## src/rtl/snitch_icache_pkg.sv

```systemverilog
// Shared configuration and state types for the snitch instruction cache.
// The refill engine takes its widths from config_t and exposes its FSM
// state using refill_state_e.
package snitch_icache_pkg;

  typedef struct packed {
    int unsigned FETCH_AW;    // refill byte address width
    int unsigned LINE_WIDTH;  // cache line width in bits
    int unsigned PENDING_IW;  // refill id width
    int unsigned MEM_DW;      // memory beat width in bits
  } config_t;

  localparam config_t DEFAULT_CFG = '{
    FETCH_AW:   32,
    LINE_WIDTH: 128,
    PENDING_IW: 2,
    MEM_DW:     32
  };

  typedef enum logic [1:0] {
    IDLE = 2'd0,
    BUSY = 2'd1,
    RESP = 2'd2
  } refill_state_e;

  // True for 1, 2, 4, 8, ...; used by the parameter legality checks.
  function automatic bit is_pow2(input int unsigned v);
    return (v != 0) && ((v & (v - 1)) == 0);
  endfunction

endpackage

```

## src/rtl/snitch_icache_refill_engine.sv

```systemverilog
// Line refill responder: accepts one refill request, reads the line as
// BEATS narrow beats with up to MAX_OUT reads outstanding, assembles the
// beats in order and returns the line with its id and an OR-ed error flag.
//
// Handshake rule for every channel here: a transfer happens on a rising
// clk_i edge where valid and ready are both high; once valid is raised, it
// and its payload stay unchanged until that transfer happens.
module snitch_icache_refill_engine
  import snitch_icache_pkg::*;
#(
  parameter config_t     CFG     = DEFAULT_CFG,
  parameter int unsigned MAX_OUT = 2
) (
  input  logic                      clk_i,
  input  logic                      rst_i,
  // refill request
  input  logic [CFG.FETCH_AW-1:0]   req_addr_i,
  input  logic [CFG.PENDING_IW-1:0] req_id_i,
  input  logic                      req_valid_i,
  output logic                      req_ready_o,
  // refill response
  output logic [CFG.LINE_WIDTH-1:0] rsp_data_o,
  output logic                      rsp_error_o,
  output logic [CFG.PENDING_IW-1:0] rsp_id_o,
  output logic                      rsp_valid_o,
  input  logic                      rsp_ready_i,
  // narrow memory port
  output logic [CFG.FETCH_AW-1:0]   mem_req_addr_o,
  output logic                      mem_req_valid_o,
  input  logic                      mem_req_ready_i,
  input  logic [CFG.MEM_DW-1:0]     mem_rsp_data_i,
  input  logic                      mem_rsp_error_i,
  input  logic                      mem_rsp_valid_i,
  output logic                      mem_rsp_ready_o,
  // debug view of the FSM
  output refill_state_e             dbg_state_o
);

  localparam int unsigned AW         = CFG.FETCH_AW;
  localparam int unsigned LW         = CFG.LINE_WIDTH;
  localparam int unsigned DW         = CFG.MEM_DW;
  localparam int unsigned IW         = CFG.PENDING_IW;
  localparam int unsigned BEATS      = LW / DW;
  localparam int unsigned LINE_ALIGN = $clog2(LW / 8);
  localparam int unsigned BEAT_ALIGN = $clog2(DW / 8);
  localparam int unsigned CNT_W      = $clog2(BEATS + 1);

  // Clears the byte offset inside the line.
  localparam logic [AW-1:0] LINE_MASK = ~((AW'(1) << LINE_ALIGN) - AW'(1));

  // Parameter legality, checked at elaboration.
  if (!is_pow2(DW) || (DW < 8)) begin : g_bad_mem_dw
    $error("MEM_DW must be a power of two and at least 8");
  end
  if (((LW % DW) != 0) || !is_pow2(LW / DW)) begin : g_bad_line_width
    $error("LINE_WIDTH must be MEM_DW times a power of two");
  end
  if ((MAX_OUT < 1) || (MAX_OUT > BEATS)) begin : g_bad_max_out
    $error("MAX_OUT must lie in 1..BEATS");
  end
  if (LINE_ALIGN >= AW) begin : g_bad_fetch_aw
    $error("FETCH_AW too narrow for the line size");
  end

  refill_state_e    state_q;
  logic [AW-1:0]    base_q;
  logic [IW-1:0]    id_q;
  logic [LW-1:0]    data_q;
  logic             error_q;
  logic [CNT_W-1:0] issue_cnt_q;
  logic [CNT_W-1:0] recv_cnt_q;
  logic [CNT_W-1:0] out_cnt_q;

  logic issue_room;
  logic issue_fire;
  logic recv_fire;

  // A read may go out while a slot is free, or when a response retires one
  // in the same cycle. If valid rises only through that response and the
  // memory stalls, out_cnt drops on that edge, so valid holds next cycle.
  assign issue_room = (issue_cnt_q < CNT_W'(BEATS)) &&
                      ((out_cnt_q < CNT_W'(MAX_OUT)) || mem_rsp_valid_i);

  assign mem_req_valid_o = (state_q == BUSY) && issue_room;
  assign mem_req_addr_o  = base_q + (AW'(issue_cnt_q) << BEAT_ALIGN);
  assign mem_rsp_ready_o = (state_q == BUSY);
  assign req_ready_o     = (state_q == IDLE);
  assign rsp_valid_o     = (state_q == RESP);
  assign rsp_data_o      = data_q;
  assign rsp_error_o     = error_q;
  assign rsp_id_o        = id_q;
  assign dbg_state_o     = state_q;

  assign issue_fire = mem_req_valid_o && mem_req_ready_i;
  assign recv_fire  = mem_rsp_valid_i && mem_rsp_ready_o;

  // FSM, beat counters and line assembly.
  always_ff @(posedge clk_i) begin
    if (rst_i) begin
      state_q     <= IDLE;
      base_q      <= '0;
      id_q        <= '0;
      data_q      <= '0;
      error_q     <= 1'b0;
      issue_cnt_q <= '0;
      recv_cnt_q  <= '0;
      out_cnt_q   <= '0;
    end else begin
      unique case (state_q)
        IDLE: begin
          if (req_valid_i) begin
            base_q      <= req_addr_i & LINE_MASK;
            id_q        <= req_id_i;
            data_q      <= '0;
            error_q     <= 1'b0;
            issue_cnt_q <= '0;
            recv_cnt_q  <= '0;
            out_cnt_q   <= '0;
            state_q     <= BUSY;
          end
        end
        BUSY: begin
          if (issue_fire) begin
            issue_cnt_q <= issue_cnt_q + CNT_W'(1);
          end
          if (recv_fire) begin
            // Responses return in issue order, so recv_cnt names the slice.
            for (int k = 0; k < BEATS; k++) begin
              if (recv_cnt_q == CNT_W'(k)) begin
                data_q[k*DW +: DW] <= mem_rsp_data_i;
              end
            end
            error_q    <= error_q | mem_rsp_error_i;
            recv_cnt_q <= recv_cnt_q + CNT_W'(1);
            if (recv_cnt_q == CNT_W'(BEATS - 1)) begin
              state_q <= RESP;
            end
          end
          if (issue_fire && !recv_fire) begin
            out_cnt_q <= out_cnt_q + CNT_W'(1);
          end else if (!issue_fire && recv_fire) begin
            out_cnt_q <= out_cnt_q - CNT_W'(1);
          end
        end
        RESP: begin
          if (rsp_ready_i) begin
            state_q <= IDLE;
          end
        end
        default: state_q <= IDLE;
      endcase
    end
  end

  // Beat responses are only legal while a line is being fetched.
  a_rsp_only_in_busy : assert property (
    @(posedge clk_i) disable iff (rst_i) mem_rsp_valid_i |-> (state_q == BUSY)
  );

endmodule

```

## config.mk

```make
export PLATFORM = sky130hd
export DESIGN_NAME = snitch_icache_refill_engine
export DESIGN_NICKNAME = d
export VERILOG_FILES = /design/src/rtl/snitch_icache_pkg.sv /design/src/rtl/snitch_icache_refill_engine.sv
export SDC_FILE = /design/constraint.sdc
export NUM_CORES = 1
export LEC_CHECK = 0
export CAP_MARGIN = 5
export CELL_PAD_IN_SITES_DETAIL_PLACEMENT = 1
export CELL_PAD_IN_SITES_GLOBAL_PLACEMENT = 1
export CORE_AREA = 2 2 157 159
export DETAILED_ROUTE_END_ITERATION = 10
export DIE_AREA = 0 0 159 161
export MAX_ROUTING_LAYER = met4
export PLACE_DENSITY_LB_ADDON = 0.1
export RECOVER_POWER = 50
export SYNTH_ARGS = -nofsm -noshare
export SYNTH_HDL_FRONTEND = slang
export SYNTH_SLANG_ARGS = --single-unit
export TNS_END_PERCENT = 5
```

## constraint.sdc

```tcl
create_clock -name clk_i -period 2.1 [get_ports clk_i]
set_input_delay 0.21 -clock clk_i [delete_from_list [all_inputs] [get_ports clk_i]]
set_output_delay 0.21 -clock clk_i [all_outputs]
set_load 0.05 [all_outputs]
```

==> impl_metrics.env <==
export IMPL_status="complete, but fails checks"
export IMPL_violations="negative setup slack"
export IMPL_synthArstFlopShare_pct=0
export IMPL_final_cell_mix="dfxtp_1, clkdlybuf4s50_1, nor2_1"
export IMPL_max_cap_violations=0
export IMPL_critPathKind="reg2out"
export IMPL_synth_seq_cells=170
export IMPL_synth_avg_cell_area_um2=9.457
export IMPL_fin_ws_ps=-243.9
export IMPL_tritoncts="built"
export IMPL_fin_nets=1085
export IMPL_synthDistinctLibCells=38
export IMPL_final_common_cell="dfxtp_1"
export IMPL_cts_sinks=170
export IMPL_fin_crit_ps=2344
export IMPL_syn_inst=752
export IMPL_p_per_area_nw_per_um2=756.9
export IMPL_gp_congestion=0.7993
export IMPL_finalCritPeriodShare_pct=111.6
export IMPL_path_buf_inv=3
export IMPL_antenna_left=0
export IMPL_die_h_um=161
export IMPL_drv_slew=0
export IMPL_vdd_drop_max_v=0.0004470
export IMPL_hp_class="in2reg"
export IMPL_synthFlopType="dfxtp_1"
export IMPL_max_stage_delay_ps=360
export IMPL_insertion_delay_ps=420
export IMPL_hold_violations=0
export IMPL_initial_core_util_pct=29.68
export IMPL_drtIter0Drc=201
export IMPL_crit_arrival_ps=2130
export IMPL_max_slew_margin_pct=48.95
export IMPL_grt_pass1_vias=6448
export IMPL_cp_slowest_cell="dfxtp_2"
export IMPL_syn_to_final_growth_pct=57.23
export IMPL_antenna_found_initial=1
export IMPL_die_x_um=159
export IMPL_first_pass_iters=4
export IMPL_max_freq_ghz=0.4266
export IMPL_synth_area_um2=7112
export IMPL_viasPerCell=4.528
export IMPL_design_area_um2=11180
export IMPL_clk_pin_slew_ps=70
export IMPL_leakagePower_nw=4.628
export IMPL_port_buffers=235
export IMPL_grt_max_degree=53
export IMPL_cts_root_buf="clkbuf_16"
export IMPL_grt_overflow=0
export IMPL_startpoint_type="flop"
export IMPL_clock_path_buffers=2
export IMPL_io_pins=242
export IMPL_fin_skew_ps=13.04
export IMPL_synth_edff_count=0
export IMPL_cts_inserted_buffers=17
export IMPL_final_util_pct=46.66
export IMPL_tightest_slew_ps=750.9
export IMPL_drive_gt1_share_pct=14.96
export IMPL_grt_use_total_pct=18.10
export IMPL_seq_area_frac_synth_pct=47.85
export IMPL_finalSetupViolCount=26
export IMPL_yosysWarningCount=0
export IMPL_core_area_um2=23960
export IMPL_cp_max_fo=6
export IMPL_holdWs_ps=236.8
export IMPL_cts_hold_buffers=0
export IMPL_dp_hpwl_um=15840
export IMPL_drc=0
export IMPL_dr_total_vias=6072
export IMPL_detail_route_wl_per_cell_um=16.66
export IMPL_endpoint_kind="output pin"
export IMPL_cts_max_level=4
export IMPL_grt_pass1_wl_um=35690
export IMPL_dpl_cell_area_um2=10320
export IMPL_cp_required_ps=1890
export IMPL_critPathTopFamily="buffers and inverters"
export IMPL_crit_chain="ha_4 > ha_4 > and3_4 > nand4_1 > buf_6 > buf_6 > nor2_4 > xor2_2 > buf_12"
export IMPL_placement_rows=57
export IMPL_rsz0062_at_grt="true"
export IMPL_wirelength_um=22340
export IMPL_die_area_um2=25600
export IMPL_place_ws_ps=-379.4
==> Yosys cell counts, types with 2 or more instances <==
library cell / number / area [um^2]
dfxtp_1: 170 / 3403
nor2_1: 139 / 521.8
mux2i_1: 128 / 1281
nand2_1: 74 / 277.8
and2_1: 36 / 225.2
a21oi_1: 35 / 175.2
clkbuf_1: 29 / 108.9
xor2_1: 15 / 131.4
xnor2_1: 13 / 113.9
buf_6: 12 / 135.1
inv_1: 12 / 45.04
nand3_1: 10 / 50.05
nor3_1: 10 / 50.05
ha_1: 8 / 100.1
and3_1: 5 / 31.28
and4_1: 5 / 43.79
nand2b_1: 5 / 31.28
a211oi_4: 4 / 80.08
buf_4: 4 / 30.03
nand4_1: 4 / 25.02
nor4_1: 4 / 25.02
o21ai_0: 4 / 20.02
a311oi_1: 3 / 26.28
buf_2: 3 / 15.01
a31oi_1: 2 / 12.51
buf_1: 2 / 7.510
nor2b_1: 2 / 12.51
nor3b_1: 2 / 15.01
o21bai_1: 2 / 15.01
or3_1: 2 / 12.51
==> area by class of cell <==
class / count / area, um^2
well taps: 324 / 405.4
flip-flops and latches: 170 / 3408
clock inverters: 13 / 181.4
multi-input cells: 521 / 3645
inverters: 12 / 45.04
clock buffers: 19 / 442.9
fillers: 2704 / 12780
diodes: 1 / 2.502
repair buffers: 281 / 3052
==> report_power, final <==
group          internal (mW)  switching, mW  total, mW
registers               3.35         0.0868       3.44
logic                  0.680          0.982       1.66
clock network           1.94           1.42       3.36
==> sequential cells by signal (all words and copies together) (netlist names) <==
register / count
rsp_data_o: 128
base_q: 28
issue_cnt_q: 3
out_cnt_q: 3
recv_cnt_q: 3
dbg_state_o: 2
rsp_id_o: 2
rsp_error_o: 1
==> worst register-to-register path, cell delays in order (launching register included) <==
cell and delay, ps:
dfxtp_2 340, buf_4 130, nand2b_1 150, or4_1 440, nor2_1 150, fa_1 440, or3_1 350, a311oi_1 240
==> repair_timing <==
action                                  CTS  global route
endpoints found under the setup margin   26            25
buffers inserted                          1             4
pin swaps                                 9             7
resized for setup                        32            18
==> worst paths after layout <==
| path | slack (ps) | cells past startpoint | endpoint | start |
|---|---|---|---|---|
| worst max register to register | -220 | 7 | out_cnt_q[1] | issue_cnt_q[2] |
| worst max-delay path | -240 | 9 | mem_req_addr_o[20] | issue_cnt_q[2] |
| worst min-delay path | 240 | 2 | rsp_data_o[94] | rst_i |
| worst min register to register | 460 | 2 | rsp_id_o[0] | rsp_id_o[0] |
==> logic make-up after synthesis <==
logic type	Yosys count	synth area share (%)
compound gates	54	5.137
xor+xnor	28	3.448
other cells	1	0.05273
flops	170	47.85
mux	129	18.33
simple gates	299	18.68
buf+inv	62	4.803
fa+ha+maj	9	1.689
==> stage by stage <==
stage               std cells  TNS (ps)  total power [mW]
floorplan                 753     -7403             4.525
global placement         1303    -489.3             5.187
detailed placement       1303    -673.5             5.197
CTS                      1336     -4433             8.617
global route             1341    -23710             8.836
finish                   1341     -3559             8.463
==> layer usage <==
metal | global-route usage (%) | vias up | wire length [um]
li1 | - | 2994 | -
met1 | 21.62 | 2911 | 9988
met2 | 29.88 | 149 | 10690
met3 | 5.881 | 18 | 1404
met4 | 4.091 | 0 | 257
met5 | - | - | 0
(Power assumes the default switching activity.)
